$ cat src/rtl/div_arbiter.sv
`default_nettype none
// ============================================================================
// Module      : div_arbiter
// Description : Round-robin arbiter sharing one divider between two
//               requesters, with divide-by-zero bypass and a done timeout.
// Revision    : 1.0 - initial release
// ============================================================================
module div_arbiter #(
    parameter int WIDTH   = 16,
    parameter int TIMEOUT = 64
) (
    input  logic             clk,
    input  logic             reset_a,
    input  logic             req_a,
    input  logic             req_b,
    input  logic [WIDTH-1:0] dividend_a,
    input  logic [WIDTH-1:0] dividend_b,
    input  logic [WIDTH-1:0] divisor_a,
    input  logic [WIDTH-1:0] divisor_b,
    output logic             ack_a,
    output logic             ack_b,
    output logic             rsp_valid,
    output logic             rsp_id,
    output logic [WIDTH-1:0] rsp_quotient,
    output logic [WIDTH-1:0] rsp_remainder,
    output logic             rsp_overflow,
    output logic             rsp_timeout,
    output logic             busy,
    output logic [WIDTH-1:0] div_dividen,
    output logic [WIDTH-1:0] div_divisor,
    output logic             div_start,
    input  logic             div_done,
    input  logic             div_overflow,
    input  logic [WIDTH-1:0] div_quotient,
    input  logic [WIDTH-1:0] div_remainder
);

    localparam int                c_cnt_w = (TIMEOUT > 1) ? $clog2(TIMEOUT) : 1;
    localparam logic [c_cnt_w-1:0] c_wait_last = c_cnt_w'(TIMEOUT - 1);

    typedef enum logic [2:0] {
        IDLE  = 3'd0,
        START = 3'd1,
        WAIT  = 3'd2,
        ZERO  = 3'd3,
        RESP  = 3'd4
    } state_t;

    state_t               r_state;
    logic                 r_last_grant;
    logic                 r_id;
    logic [c_cnt_w-1:0]   r_wait;
    logic                 r_busy;
    logic                 r_div_start;
    logic [WIDTH-1:0]     r_div_dividen;
    logic [WIDTH-1:0]     r_div_divisor;
    logic                 r_rsp_valid;
    logic                 r_rsp_id;
    logic [WIDTH-1:0]     r_rsp_quotient;
    logic [WIDTH-1:0]     r_rsp_remainder;
    logic                 r_rsp_overflow;
    logic                 r_rsp_timeout;

    logic                 w_gnt_any;
    logic                 w_gnt_b;
    logic [WIDTH-1:0]     w_sel_dividend;
    logic [WIDTH-1:0]     w_sel_divisor;
    logic                 w_grant_now;

    // On a tie the requester not served last wins; otherwise whoever asks.
    always_comb begin
        w_gnt_any = req_a | req_b;
        w_gnt_b   = 1'b0;
        if (req_a && req_b) begin
            w_gnt_b = ~r_last_grant;
        end else begin
            w_gnt_b = req_b;
        end
        w_sel_dividend = w_gnt_b ? dividend_b : dividend_a;
        w_sel_divisor  = w_gnt_b ? divisor_b  : divisor_a;
    end

    // Acceptance is signalled in the IDLE cycle whose edge takes the grant.
    assign w_grant_now = (r_state == IDLE) && reset_a && w_gnt_any;
    assign ack_a       = w_grant_now && !w_gnt_b;
    assign ack_b       = w_grant_now &&  w_gnt_b;

    always_ff @(posedge clk) begin
        if (!reset_a) begin
            r_state         <= IDLE;
            r_last_grant    <= 1'b1;
            r_id            <= 1'b0;
            r_wait          <= '0;
            r_busy          <= 1'b0;
            r_div_start     <= 1'b0;
            r_div_dividen   <= '0;
            r_div_divisor   <= '0;
            r_rsp_valid     <= 1'b0;
            r_rsp_id        <= 1'b0;
            r_rsp_quotient  <= '0;
            r_rsp_remainder <= '0;
            r_rsp_overflow  <= 1'b0;
            r_rsp_timeout   <= 1'b0;
        end else begin
            r_div_start <= 1'b0;
            r_rsp_valid <= 1'b0;
            case (r_state)
                IDLE: begin
                    if (w_gnt_any) begin
                        r_last_grant  <= w_gnt_b;
                        r_id          <= w_gnt_b;
                        r_div_dividen <= w_sel_dividend;
                        r_div_divisor <= w_sel_divisor;
                        r_busy        <= 1'b1;
                        if (w_sel_divisor == '0) begin
                            r_state <= ZERO;
                        end else begin
                            r_state     <= START;
                            r_div_start <= 1'b1;
                        end
                    end
                end
                START: begin
                    r_wait  <= '0;
                    r_state <= WAIT;
                end
                WAIT: begin
                    // A done arriving on the last wait cycle beats the timeout.
                    if (div_done) begin
                        r_rsp_quotient  <= div_quotient;
                        r_rsp_remainder <= div_remainder;
                        r_rsp_overflow  <= div_overflow;
                        r_rsp_timeout   <= 1'b0;
                        r_rsp_id        <= r_id;
                        r_rsp_valid     <= 1'b1;
                        r_state         <= RESP;
                    end else if (r_wait == c_wait_last) begin
                        r_rsp_quotient  <= '0;
                        r_rsp_remainder <= '0;
                        r_rsp_overflow  <= 1'b0;
                        r_rsp_timeout   <= 1'b1;
                        r_rsp_id        <= r_id;
                        r_rsp_valid     <= 1'b1;
                        r_state         <= RESP;
                    end else begin
                        r_wait <= r_wait + c_cnt_w'(1);
                    end
                end
                ZERO: begin
                    r_rsp_quotient  <= '1;
                    r_rsp_remainder <= r_div_dividen;
                    r_rsp_overflow  <= 1'b1;
                    r_rsp_timeout   <= 1'b0;
                    r_rsp_id        <= r_id;
                    r_rsp_valid     <= 1'b1;
                    r_state         <= RESP;
                end
                RESP: begin
                    r_busy  <= 1'b0;
                    r_state <= IDLE;
                end
                default: begin
                    r_busy  <= 1'b0;
                    r_state <= IDLE;
                end
            endcase
        end
    end

    assign busy          = r_busy;
    assign div_start     = r_div_start;
    assign div_dividen   = r_div_dividen;
    assign div_divisor   = r_div_divisor;
    assign rsp_valid     = r_rsp_valid;
    assign rsp_id        = r_rsp_id;
    assign rsp_quotient  = r_rsp_quotient;
    assign rsp_remainder = r_rsp_remainder;
    assign rsp_overflow  = r_rsp_overflow;
    assign rsp_timeout   = r_rsp_timeout;

endmodule
`default_nettype wire
$ cat config.mk
export PLATFORM = sky130hd
export DESIGN_NAME = div_arbiter
export DESIGN_NICKNAME = d
export VERILOG_FILES = /design/src/rtl/div_arbiter.sv
export SDC_FILE = /design/constraint.sdc
export NUM_CORES = 1
export LEC_CHECK = 0
export ABC_AREA = 1
export ABC_CLOCK_PERIOD_IN_PS = 2300
export CAP_MARGIN = 5
export CELL_PAD_IN_SITES_DETAIL_PLACEMENT = 1
export CELL_PAD_IN_SITES_GLOBAL_PLACEMENT = 1
export CORE_MARGIN = 2
export CORE_UTILIZATION = 28
export CTS_CLUSTER_DIAMETER = 50
export CTS_CLUSTER_SIZE = 8
export DETAILED_ROUTE_END_ITERATION = 10
export HOLD_SLACK_MARGIN = 0.08
export PLACE_DENSITY = 0.86
export SYNTH_ARGS = -nofsm -noshare
export SYNTH_HDL_FRONTEND = slang
export SYNTH_SLANG_ARGS = --single-unit
$ cat constraint.sdc
create_clock -name clk -period 2.3 [get_ports clk]
set_clock_uncertainty 0.2 [all_clocks]
set_input_delay 0.345 -clock clk [delete_from_list [all_inputs] [get_ports clk]]
set_output_delay 0.345 -clock clk [all_outputs]
set_load 0.02 [all_outputs]
# Word level (Yosys, flattened, before mapping)
# Cells that the tools add are included.
word_totals:
  reg_bits: 81
  word_cells: 74
  out_inout_bits: 72
op_classes:
  bitwise_logic: 3
  n_reduce_logical: 17
  muxes: 31
  addsub: 1
  eq_ne: 8
op_table:
  columns: ["cell", "count"]
  rows:
  - ["2-to-1 mux 16 bit", 5]
  - ["one-hot mux 16 bit (2 select lines)", 2]
  - ["zero test 16 bit", 1]
  - ["2-to-1 mux 6 bit", 2]
  - ["one-hot mux 3 bit (4 select lines)", 1]
  - ["one-hot mux 6 bit (2 select lines)", 1]
  - ["2-to-1 mux 1 bit", 11]
  - ["one-hot mux 1 bit (2 select lines)", 5]
  - ["2-to-1 mux 3 bit", 3]
  - ["AND reduction 2 bit", 4]
  - ["adder 6 x 1 -> 6 bit (second input constant)", 1]
  - ["== test 3 x 2 -> 1 bit (second input constant)", 2]
  - ["== test 6 bit (second input constant)", 1]
  - ["!= test 2 bit (second input constant)", 3]
  - ["AND reduction 3 bit", 2]
  - ["logical AND 1 bit", 5]
  - ["nonzero test 2 bit", 2]
  - ["== test 3 x 1 -> 1 bit (second input constant)", 1]
  - ["zero test 3 bit", 1]
  - ["!= test 3 bit (second input constant)", 1]
  - ["OR reduction 3 bit", 1]
  - ["2-to-1 mux 2 bit", 1]
  - ["NOT 1 bit", 2]
  - ["zero test 1 bit", 1]
  - ["bitwise OR 1 bit", 1]

# Logic depth before layout (Yosys ltp)
# Gate-level depths: netlist of the first run.
depth:
  word_depth: 7
  depth_mapped: 11
  depth_no_buf: 10

# Worst setup path before layout of the first run
# Ideal clock, no wire load.
synth_path:
  path_type: "register to output"
  from: "register r_state[2]"
  to: "output ack_a"
  path_stages_with_launch: 7
  t_arrival_ns: 1.322
  n_path_buf: 1
  slack_ns: 0.433
  cell_sequence: "dfxtp_1 -> nor3_1 -> nand2_1 -> buf_2 -> nor2_1 -> inv_1 -> nor2_1"
synth_via:
  elab_chain_len: 4
synth_lines:
  columns: ["element", "line", "source"]
  rows:
  - ["from (decl)", "49", "state_t r_state;"]
  - ["from (signal assigned)", "90", "r_state <= IDLE;"]
  - ["from (signal assigned)", "116", "r_state <= ZERO;"]
  - ["from (signal assigned)", "118", "r_state <= START;"]
  - ["zero test 3 bit", "84", "assign w_grant_now = (r_state == IDLE) && reset_a && w_gnt_any;"]
  - ["logical AND 1 bit (2 in series)", "84", null]
  - ["logical AND 1 bit", "85", "assign ack_a = w_grant_now && !w_gnt_b;"]
  - ["to (decl)", "20", "output logic ack_a,"]
# Every way passes these cells.

# Worst setup path after layout of the first run
layout_path:
  from: "input req_b"
  to: "output ack_b"
layout_via:
  elab_chain_len: 3
layout_lines:
  columns: ["element", "line", "source"]
  rows:
  - ["from (decl)", "15", "input logic req_b,"]
  - ["bitwise OR 1 bit or logical AND 1 bit (tied branches)", "72, 74", null]
  - ["logical AND 1 bit or 2-to-1 mux 1 bit (tied branches)", "84, 74", null]
  - ["logical AND 1 bit (*)", "86", "assign ack_b = w_grant_now && w_gnt_b;"]
  - ["to (decl)", "21", "output logic ack_b,"]
# Every way passes the cells marked *; elsewhere a longest branch is shown, timed or not.

==> results.cfg, run 1 <==
[finish]
multi_input_area_mm2 = 0.001699
post-route-cell-area_mm2 = 0.005893
ff_latch_area_mm2 = 0.001622
fin_cells = 834
fin_nets = 761
final_cell_mix = clkdlybuf4s50_1, nand2_1, dfxtp_1
fillers = 1523
area_growth_pct = 63.94
final_common_cell = clkdlybuf4s50_1
drive_gt1_frac = 0.09819
antenna_cells = 0

[sta]
setup_viol_count_final = 0
worst_slew_pin_slew_ns = 0.4448
layout_setup_ws_ns = 0.1429
layout_min_cycle_time_ns = 2.157
slew_headroom = 0.7024
hold_violations = 0
tns_ns = 0
grt_setup_unrepaired = no
min_period_over_period = 0.9379
final-max-slew-violation-count = 0
fmax_ghz = 0.4636

[setup_path]
criticalPathCategory = input pin to primary output
crit_fanout = 4
regToRegEndpoint = rsp_remainder[11]
worstPathCellList = clkdlybuf4s50_1, buf_4, nand2_4, inv_1, nand2_1, nor2_1, clkbuf_2
crit_arrival_ns = 1.61
rr_startpoint = r_wait[0]
slowest_stage = clkdlybuf4s50_1
critical_path.startpoint_type = input pin
slowest_delay_ns = 0.51
rrSetupSlack_ns = 0.29
path_buf_inv = 4
required_ns = 1.75
rr_worst_depth = 8
cp-end-kind = primary output
crit_family = buffers and inverters

[clock_network]
clock_sinks = 81
cts.path.max_buffers = 2
cts_setup_buffers = 0
clock_latency_ns = 0.33
root_buffer = clkbuf_16
path_clk_slew_ns = 0.06
cts_tree = built
htree_levels = 3
cts-buffers-inserted = 9

[placement]
port_buffers = 173
globalplace.congestion = 0.7951
place_area_mm2 = 0.005544
place_ws_ns = -0.3196
dp_hpwl_um = 10110
dp.cells = 819

[detailed_routing]
drc = 0
vias = 4082
wire_per_inst_um = 16.11
firstDrtPassIters = 6
ant_nets = 0
drt_iter0_drc = 199
wl_um = 13440
vias_per_cell = 4.894

[global_routing]
globalRouteMet3Util = 0.04426
grtUsageMet2 = 0.3483
grt_pass1_vias = 4256
grt_max_degree = 46
gr-total-overflow = 0
grt_usage = 0.1924
grt_pass1_wl_um = 21780
antenna_found_initial = 0
grt-busiest-layer = met2
grt_util_met1 = 0.2274

[min_path]
hold_path_class = flip-flop to flip-flop
worst_hold_path.num_cells = 2
min_from = rsp_quotient[14]
holdPathEnd = rsp_quotient[14]

[pwr]
ir_drop_mv = 0.2897
p_leak_uw = 0.002320
p_per_area_mw_per_mm2 = 749.9

[synth]
synth-async-reset-ratio = 0
synth-edff-count = 0
postSynthNetCount = 585
ys.flop_type = dfxtp_1
synth_area_mm2 = 0.003595
synth-seq-cells = 81
ys_types = 28
syn-mean-instance-area_um2 = 7.458
ys_seq_area_frac = 0.4511
yosysWarnings = 0
synthCells = 482

[floorplan]
initial_core_util = 0.2860
core_mm2 = 0.01257
io_pins = 174
die_x_um = 117.3
rows = 41
die_area_mm2 = 0.01376
die_y_um = 117.3

[run]
cap_viol_max_count = 0

[run_status]
status = complete, no violations
what timing repair did:
item | 4_1_cts | 5_1_grt
gates resized for setup | 5 | 5
setup endpoints to repair | 2 | 2
hold buffers | 0 | 0
worst min-delay path, stage by stage, from the launching register on:
cell     delay, ns
dfxtp_1       0.31
nand2_1       0.06
a21oi_1       0.05
cells in the mapped netlist (all sizes together), types with 4 or more instances:
| cell type | count | share of area |
|---|---|---|
| a211oi | 10 | 0.021 |
| a21oi | 60 | 0.088 |
| a31oi | 22 | 0.038 |
| buf | 19 | 0.039 |
| clkbuf | 15 | 0.021 |
| dfxtp | 81 | 0.45 |
| inv | 17 | 0.018 |
| nand2 | 121 | 0.14 |
| nand3 | 25 | 0.035 |
| nor2 | 36 | 0.038 |
| nor3 | 4 | 0.0070 |
| o21ai | 67 | 0.096 |
per-layer routing:
layer,wire [um],part of all wire,vias up
met5,0,0,-
met4,163,0.012,0
met3,788,0.059,11
met2,6740,0.50,117
met1,5746,0.43,1962
li1,-,-,1992
sequential cells by signal, indices dropped and copies added, names as in the netlist, 3 cells and up:
signal         count
div_dividen       16
div_divisor       16
rsp_quotient      16
rsp_remainder     16
r_wait             6
r_state            3
worst max path at each step:
stage               start  endpoint  slack (ns)  depth (start not counted)
2_1_floorplan  r_state[2]     ack_a        0.43                          6
3_3_place_gp        req_b     ack_a       -0.28                          7
3_5_place_dp        req_b     ack_a       -0.32                          7
4_1_cts             req_b     ack_b      0.0007                          7
5_1_grt             req_b     ack_b        0.06                          7
6_report            req_b     ack_b        0.14                          7
metrics by stage:
stage          hold slack, ns    util  total power, uW
4_1_cts                0.2660  0.4692             4471
5_1_grt                0.2867  0.4689             4627
2_1_floorplan          0.2393       -             2176
3_3_place_gp           0.2504  0.4411             2715
3_5_place_dp           0.2571  0.4411             2759
6_report               0.2647  0.4689             4419
where the power goes:
part,internal (uW),total (uW),switching [uW]
Sequential,1540,1630,90.8
Combinational,529,1110,577
Clock,1120,1690,569
Total,3180,4420,1240
area by class of cell:
| cell class | instances | area share |
|---|---|---|
| Clock buffer | 11 | 0.04289 |
| Clock inverter | 4 | 0.01677 |
| Inverter | 17 | 0.01083 |
| Multi-Input combinational cell | 350 | 0.2883 |
| Sequential cell | 81 | 0.2752 |
| Tap cell | 172 | 0.03652 |
| Timing Repair Buffer | 199 | 0.3295 |
logic make-up (layout without fill, tap and decap cells):
kind of cell,Yosys count,count (layout),synth area share
buf+inv,51,231,0.07832
simple gates,189,189,0.2214
compound gates,159,159,0.2433
xor+xnor,1,1,0.002437
flops,81,81,0.4511
fa+ha+maj,1,1,0.003480
Note: power is estimated with default switching activity, not from simulation.
==> run 2, diff against run 1 <==
--- a/config.mk
+++ b/config.mk
@@ -17,6 +17,7 @@
 export DETAILED_ROUTE_END_ITERATION = 10
 export HOLD_SLACK_MARGIN = 0.08
 export PLACE_DENSITY = 0.86
+export RECOVER_POWER = 100
 export SYNTH_ARGS = -nofsm -noshare
 export SYNTH_HDL_FRONTEND = slang
 export SYNTH_SLANG_ARGS = --single-unit
==> run 2 against run 1 <==
Global-route usage did not move. Final cell count did not move. Routed wire length fell by 0.23%. Critical path type unchanged. Highest routed layer unchanged.
==> results.cfg, run 2 (same netlist as run 1, synthesis figures left out) <==
[run_status]
status = complete, no violations

[global_routing]
grt_usage = 0.1924
grt_pass1_wl_um = 21780
antenna_found_initial = 0
gr-total-overflow = 0
grt_pass1_vias = 4256
grt_max_degree = 46

[sta]
slew_headroom = 0.6231
tns_ns = 0
worst_slew_pin_slew_ns = 0.5647
fmax_ghz = 0.4592
final-max-slew-violation-count = 0
grt_setup_unrepaired = no
min_period_over_period = 0.9469
layout_min_cycle_time_ns = 2.178
setup_viol_count_final = 0
layout_setup_ws_ns = 0.1222
hold_violations = 0

[setup_path]
rrSetupSlack_ns = 0.27
criticalPathCategory = input pin to primary output
critical_path.startpoint_type = input pin
cp-end-kind = primary output
crit_fanout = 4
required_ns = 1.75
crit_arrival_ns = 1.63

[floorplan]
die_area_mm2 = 0.01376
initial_core_util = 0.2860
rows = 41
die_y_um = 117.3
core_mm2 = 0.01257
io_pins = 174
die_x_um = 117.3

[run]
cap_viol_max_count = 0

[clock_network]
cts_tree = built
root_buffer = clkbuf_16
clock_latency_ns = 0.33
htree_levels = 3
clock_sinks = 81
cts.path.max_buffers = 2
path_clk_slew_ns = 0.06
cts-buffers-inserted = 9

[pwr]
switching_share = 0.2809
p_leak_uw = 0.002504
clkPwrFrac = 0.387
ir_drop_mv = 0.2875
p_per_area_mw_per_mm2 = 743.5
switching_power_uw = 1225
p_seq_frac = 0.372
p_int_uw = 3135
p_comb_frac = 0.242

[finish]
final_cell_mix = nand2_1, clkdlybuf4s50_1, dfxtp_1
area_growth_pct = 63.14
antenna_cells = 0
post-route-cell-area_mm2 = 0.005864
fin_nets = 761
drive_gt1_frac = 0.08761
final_common_cell = nand2_1

[detailed_routing]
wl_um = 13410
ant_nets = 0
drc = 0
drt_iter0_drc = 170
vias = 4077
wire_per_inst_um = 16.08
vias_per_cell = 4.888
firstDrtPassIters = 6

[placement]
place_ws_ns = -0.3196
dp_hpwl_um = 10110
port_buffers = 173
place_area_mm2 = 0.005544
globalplace.congestion = 0.7951

[min_path]
hold_path_class = flip-flop to flip-flop
[run 2: what timing repair did]
item	in CTS	in global routing
pin swaps	0	0
endpoints found under the setup margin	2	2
gates resized for setup	5	5
hold buffers	0	0
setup buffers	0	0
[run 2: critical path, stage by stage]
cell and delay (ns):
clkdlybuf4s50_1 0.51, buf_4 0.13, nand2_1 0.07, inv_1 0.13, nand2_1 0.09, nor2_1 0.14
clkbuf_2 0.22
[run 2: cell type report]
class	instances	area [um^2]
well taps	172	215.2
fillers	1524	6704
repair buffers	199	1939
inverters	17	63.81
clock buffers	11	252.7
clock inverters	4	98.84
multi-input cells	350	1673
flip-flops and latches	81	1622
[run 2: stage by stage]
step | cells | hold slack, ns | total power [uW] | utilization
2_1_floorplan | 482 | 0.2393 | 2176 | -
3_3_place_gp | 819 | 0.2504 | 2715 | 0.4411
3_5_place_dp | 819 | 0.2571 | 2759 | 0.4411
4_1_cts | 834 | 0.2660 | 4471 | 0.4692
5_1_grt | 834 | 0.2834 | 4571 | 0.4666
6_report | 834 | 0.2611 | 4360 | 0.4666
[run 2: final timing paths]
check,from,to,cells after the start
worst min-delay path,rsp_quotient[14],rsp_quotient[14],2
worst max register to register,r_wait[1],rsp_quotient[10],8
worst min register to register,rsp_quotient[14],rsp_quotient[14],2
worst max-delay path,req_b,ack_b,7
[run 2: power groups by stage]
stage / Clock, uW / Sequential, uW / Combinational, uW
after global placement: 0 / 1650 / 1070
final: 1690 / 1620 / 1050
after detailed placement: 0 / 1650 / 1100
after CTS: 1730 / 1630 / 1110
after floorplan: 0 / 1780 / 401
after global routing: 1790 / 1640 / 1140
[run 2: layer usage]
metal,share of wire,vias up,GRT usage
met4,0.013,0,0.05271
met5,0,-,0
met2,0.50,120,0.3483
met3,0.058,13,0.04426
li1,-,1991,-
met1,0.43,1953,0.2274
